## config.mk

```make
export PLATFORM = sky130hd
export DESIGN_NAME = eth_tx_arbiter_n
export DESIGN_NICKNAME = d
export VERILOG_FILES = /design/src/rtl/eth_tx_arbiter_n.sv
export SDC_FILE = /design/constraint.sdc
export NUM_CORES = 1
export LEC_CHECK = 0
export ABC_AREA = 1
export CORE_UTILIZATION = 44
export DETAILED_ROUTE_END_ITERATION = 12
export GPL_TIMING_DRIVEN = 0
export PLACE_DENSITY = 0.87
export SLEW_MARGIN = 25
export SYNTH_ARGS = -nofsm -noshare
export SYNTH_HDL_FRONTEND = slang
export SYNTH_SLANG_ARGS = --single-unit
```

## constraint.sdc

```tcl
create_clock -name clk -period 1.8 [get_ports clk]
set_input_delay 0.18 -clock clk [delete_from_list [all_inputs] [get_ports clk]]
set_output_delay 0.18 -clock clk [all_outputs]
set_load 0.02 [all_outputs]
```

## src/rtl/eth_tx_arbiter_n.sv

```systemverilog
// GMII transmit arbiter: grants one of PORT_NUM sources at a time (fixed priority
// or round-robin), muxes its tx_en/txd, and enforces an inter-frame gap and an optional grant timeout.
module eth_tx_arbiter_n #(
    parameter int PORT_NUM       = 3,
    parameter int RR_MODE        = 1,
    parameter int IFG_CYCLES     = 12,
    parameter int TIMEOUT_CYCLES = 4096,
    localparam int ID_W          = ($clog2(PORT_NUM) > 1) ? $clog2(PORT_NUM) : 1
) (
    input  logic                  clk,
    input  logic                  rstn,
    input  logic [PORT_NUM-1:0]   port_req,
    input  logic [PORT_NUM-1:0]   port_done,
    output logic [PORT_NUM-1:0]   port_sel,
    input  logic [PORT_NUM-1:0]   port_tx_en,
    input  logic [8*PORT_NUM-1:0] port_txd,
    output logic                  gmii_tx_en,
    output logic [7:0]            gmii_txd,
    output logic [ID_W-1:0]       grant_id,
    output logic                  busy,
    output logic                  timeout_pulse
);

    localparam int CNT_MAX = (IFG_CYCLES > TIMEOUT_CYCLES) ? IFG_CYCLES : TIMEOUT_CYCLES;
    localparam int CNT_W   = (CNT_MAX > 1) ? $clog2(CNT_MAX + 1) : 1;
    localparam bit TO_EN   = (TIMEOUT_CYCLES > 0);
    localparam logic [CNT_W-1:0] TO_LAST  = CNT_W'((TIMEOUT_CYCLES > 0) ? TIMEOUT_CYCLES - 1 : 0);
    localparam logic [CNT_W-1:0] IFG_LAST = CNT_W'((IFG_CYCLES > 0) ? IFG_CYCLES - 1 : 0);

    typedef enum logic [1:0] {
        ST_IDLE  = 2'd0,
        ST_GRANT = 2'd1,
        ST_GAP   = 2'd2
    } state_t;

    state_t              r_state;
    logic [CNT_W-1:0]    r_cnt;
    logic [ID_W-1:0]     r_grant_id;
    logic [ID_W-1:0]     r_rr_ptr;
    logic [PORT_NUM-1:0] r_port_sel;
    logic                r_tx_en;
    logic [7:0]          r_txd;

    logic [7:0]          w_txd_arr [PORT_NUM];
    logic                w_done;
    logic                w_sel_en;
    logic [7:0]          w_sel_txd;
    logic                w_timeout;
    logic [ID_W-1:0]     w_start;
    logic [ID_W-1:0]     w_winner;
    logic [ID_W-1:0]     w_ptr_next;
    logic [ID_W:0]       w_cand;
    logic                w_found;
    logic [PORT_NUM-1:0] w_onehot;

    generate
        for (genvar gi = 0; gi < PORT_NUM; gi++) begin : g_txd_unpack
            assign w_txd_arr[gi] = port_txd[8*gi +: 8];
        end
    endgenerate

    assign w_done    = port_done[r_grant_id];
    assign w_sel_en  = port_tx_en[r_grant_id];
    assign w_sel_txd = w_txd_arr[r_grant_id];

    // A done in the same cycle as the last allowed grant cycle suppresses the timeout.
    assign w_timeout = TO_EN && (r_state == ST_GRANT) && (r_cnt == TO_LAST) && !w_done;

    assign w_start = (RR_MODE != 0) ? r_rr_ptr : '0;

    // Scan all ports starting at w_start, wrapping, and take the first requester.
    always_comb begin
        w_found  = 1'b0;
        w_winner = '0;
        w_cand   = '0;
        for (int k = 0; k < PORT_NUM; k++) begin
            w_cand = {1'b0, w_start} + (ID_W+1)'(k);
            if (w_cand >= (ID_W+1)'(PORT_NUM)) begin
                w_cand = w_cand - (ID_W+1)'(PORT_NUM);
            end
            if (!w_found && port_req[w_cand[ID_W-1:0]]) begin
                w_found  = 1'b1;
                w_winner = w_cand[ID_W-1:0];
            end
        end
    end

    assign w_ptr_next = (w_winner == ID_W'(PORT_NUM - 1)) ? '0 : w_winner + 1'b1;
    assign w_onehot   = {{(PORT_NUM-1){1'b0}}, 1'b1} << w_winner;

    always_ff @(posedge clk or negedge rstn) begin
        if (!rstn) begin
            r_state    <= ST_IDLE;
            r_cnt      <= '0;
            r_grant_id <= '0;
            r_rr_ptr   <= '0;
            r_port_sel <= '0;
            r_tx_en    <= 1'b0;
            r_txd      <= '0;
        end else begin
            case (r_state)
                ST_IDLE: begin
                    if (w_found) begin
                        r_state    <= ST_GRANT;
                        r_grant_id <= w_winner;
                        r_rr_ptr   <= w_ptr_next;
                        r_port_sel <= w_onehot;
                        r_cnt      <= '0;
                    end
                end
                ST_GRANT: begin
                    if (w_done || w_timeout) begin
                        r_state    <= ST_GAP;
                        r_port_sel <= '0;
                        r_cnt      <= '0;
                    end else if (TO_EN) begin
                        r_cnt <= r_cnt + 1'b1;
                    end
                end
                ST_GAP: begin
                    if (r_cnt == IFG_LAST) begin
                        r_state <= ST_IDLE;
                        r_cnt   <= '0;
                    end else begin
                        r_cnt <= r_cnt + 1'b1;
                    end
                end
                default: begin
                    r_state    <= ST_IDLE;
                    r_port_sel <= '0;
                    r_cnt      <= '0;
                end
            endcase

            // GAP keeps the mux open so trailing bytes of the granted frame drain out.
            if (r_state != ST_IDLE) begin
                r_tx_en <= w_sel_en;
                r_txd   <= w_sel_txd;
            end else begin
                r_tx_en <= 1'b0;
                r_txd   <= '0;
            end
        end
    end

    assign port_sel      = r_port_sel;
    assign gmii_tx_en    = r_tx_en;
    assign gmii_txd      = r_txd;
    assign grant_id      = r_grant_id;
    assign busy          = (r_state != ST_IDLE);
    assign timeout_pulse = w_timeout;

endmodule

```

==> results.toml <==
[clocking]
cts_num_sinks = 31
cts_made_buffers = 5
clock_latency_ns = 0.29
cts_root_buf = "clkbuf_8"
clockBufferDepth = 2
cts_tree = "yes"
path_clk_slew_ns = 0.07
htree_levels = 2

[drt]
first_iter_violations = 176
drc = 0
vias_per_cell = 5.130
wl_um = 4899
dr_total_vias = 2016
wl_per_cell_um = 12.47
antenna_left = 0
firstDrtPassIters = 4

[grt]
antenna_found_initial = 0
overflow = 0
grt_pass1_vias = 1923
grt.total_usage_pct = 21.95
grt_max_degree = 32
grt_pass1_wl_um = 8604

[final_layout]
stdcell_count = 393
final_core_util_pct = 62.73
nNetsFinal = 383
antenna-diode-count = 0
drive_gt1_share_pct = 14.37
syn_to_final_growth_pct = 35.60

[timing]
min_period_ns = 1.777
maxSlewHeadroom_pct = 54.07
clock_skew_ns = 0.007890
finalHoldViolCount = 0
setup_slack_ns = 0.02287
tightest_slew_ns = 0.6889
setup_violations = 0
slew_viol_final = 0
rsz0062_at_grt = "true"
min_period_over_period_pct = 98.73
max_freq_ghz = 0.5627

[worst_setup_path]
cp_cell_sequence = "inv_2 -> ha_4 -> inv_2 -> nand2_1 -> nand3_1 -> nand2_2 -> nand4_1 -> buf_6 -> nand2_1 -> xor2_1 -> nor2_1"
critPathKind = "flop to flop"
required_ns = 1.97
critical_path.top_delay_family = "simple AND/OR/NAND/NOR gates"
crit_slowest_cell = "dfrtp_1"
crit_buf_inv = 3
end_kind = "flop"
cp-start-kind = "flop"
cpPeakStageDelay_ns = 0.38
worstPathArrival_ns = 1.94
reg2reg_depth = 11
cp_num_cells = 11
crit_path_max_fanout = 10

[status]
status = "finished clean"

[run]
max_cap_violations = 0

[power]
p_per_area_nw_per_um2 = 1391
power_switching_share_pct = 45.66
p_leak_uw = 0.001220
pwr-share-clk_pct = 15.8
seqPwrFrac_pct = 25.3
p_sw_uw = 1746
p_total_uw = 3824
ir_drop_mv = 1.017
intPower_uw = 2078
p_comb_share_pct = 58.9

[synth]
synthTopCellsByArea = "dfrtp_1 38%, nand2_1 11%, nor2_1 7.2%"
synth_top_area_share_pct = 38.25
syn_area_um2 = 2028
synth.avg_cell_area_um2 = 7.244
yosysTopAreaCell = "dfrtp_1"
syn_nets = 323
yosysSeqAreaShare_pct = 38.25
synthDistinctLibCells = 29
yosys_warnings = 0
synth_common_cells = "61 x nand2_1, 39 x nor2_1, 31 x dfrtp_1, 30 x inv_1, 22 x nand3_1"
syn_inst = 280
synth-seq-cells = 31
synth_edf_count = 0
yosysMostFrequentCell = "nand2_1"
synthArstFlopShare_pct = 100.0
yosys_most_used_dff = "dfrtp_1"

[placement]
place_inst = 382
gp_congestion = 0.8568
dp_slack_ns = -0.1604
dpl.hpwl_um = 3628
numPortBuffers = 50

[floorplan]
dieArea_um2 = 4885
die_height_um = 69.90
die_w_um = 69.90
ios = 51
start_util_pct = 46.26
rows = 24
core_um2 = 4384

[worst_hold_path]
worst_hold_path_type = "primary input to flop"
whs_path_depth = 3
-- worst register-to-register path: cells and delay by family (launching register included) --
| kind | cells | cell delay [ns] |
|---|---|---|
| xor gates and xnor gates | 1 | 0.16 |
| buffers and inverters | 3 | 0.31 |
| DFF | 1 | 0.38 |
| adders and majority gates | 1 | 0.30 |
| and+or+nand+nor | 6 | 0.51 |
-- sequential cells by signal, indices dropped and copies added (netlist names) --
| signal | cells |
|---|---|
| r_cnt | 13 |
| port_sel | 3 |
| gmii_txd | 8 |
| r_state | 2 |
| gmii_tx_en | 1 |
| grant_id | 2 |
| r_rr_ptr | 2 |
-- cell families (layout without fill, tap and decap cells) --
kind of cell	Yosys count	count (layout)	share of synthesized area, %
adder cells (fa/ha/maj)	8	8	4.935
buffers and inverters	39	100	7.897
flip-flops	31	31	38.25
AND/OR/NAND/NOR	155	155	35.84
XOR/XNOR	3	3	1.296
AO/OA/AOI/OAI	44	44	11.78
-- layer usage --
layer	vias up	track usage, %	share of wire, %
li1	1027	-	-
met1	925	27.20	43
met2	59	36.97	50
met3	5	5.772	5.7
met4	0	7.556	1.0
met5	-	0	0
-- path summary, 6_finish.rpt --
kind                         startpoint          end  slack, ns
min in group asynchronous          rstn     r_cnt[8]       0.48
max                         r_rr_ptr[0]     r_cnt[2]       0.02
min                        port_txd[23]  gmii_txd[7]       0.45
min reg2reg                 port_sel[0]  port_sel[0]       0.50
max reg2reg                 r_rr_ptr[0]     r_cnt[2]       0.02
max in group asynchronous          rstn   r_state[1]       0.87
-- through the flow --
stage	hold WS, ns	setup TNS (ns)	area, µm²
2_1_floorplan	-0.1156	0	2028
3_3_place_gp	0.4878	-0.4211	2594
3_5_place_dp	0.2620	-1.176	2589
4_1_cts	0.4415	-0.1334	2724
5_1_grt	0.4550	-1.157	2750
6_report	0.4466	0	2750
-- layout by cell type (no fill, tap or decap), types with 4 or more instances in the layout --
cell type | synthesis | layout
ha_1 | 8 | 5
nand2_1 | 61 | 60
clkdlybuf4s50_1 | 0 | 47
inv_2 | 3 | 6
nand2_2 | 4 | 5
nand4_1 | 9 | 9
o21ai_1 | 9 | 8
nand3_1 | 22 | 22
nor2_2 | 2 | 5
nor2_4 | 4 | 4
inv_1 | 30 | 27
nor3_1 | 6 | 6
clkbuf_8 | 0 | 7
a21oi_1 | 13 | 13
o21ai_0 | 19 | 18
nor2_1 | 39 | 36
dfrtp_1 | 31 | 31
-- power groups by stage --
stage	Sequential [µW]	Clock, µW	Combinational [µW]
3_5_place_dp	976	0	2140
2_1_floorplan	1110	0	1330
4_1_cts	972	617	2210
3_3_place_gp	970	0	2080
6_report	969	604	2250
5_1_grt	984	650	2520
-- cell type report --
| type | count | area [µm²] |
|---|---|---|
| Timing Repair Buffer | 53 | 516.7 |
| Sequential cell | 31 | 775.7 |
| Multi-Input combinational cell | 210 | 1127 |
| Fill cell | 383 | 1634 |
| Tap cell | 52 | 65.06 |
| Inverter | 33 | 123.9 |
| Buffer | 6 | 41.29 |
| Clock buffer | 8 | 100.1 |
-- repair_timing --
item	4_1_cts	5_1_grt
gates cloned	0	0
setup buffers	0	2
endpoints found under the hold margin	31	0
hold buffers	1	0
setup endpoints to repair	22	20
gates resized for setup	12	11
pin swaps	0	2
Power figures use the tool's default switching activity.
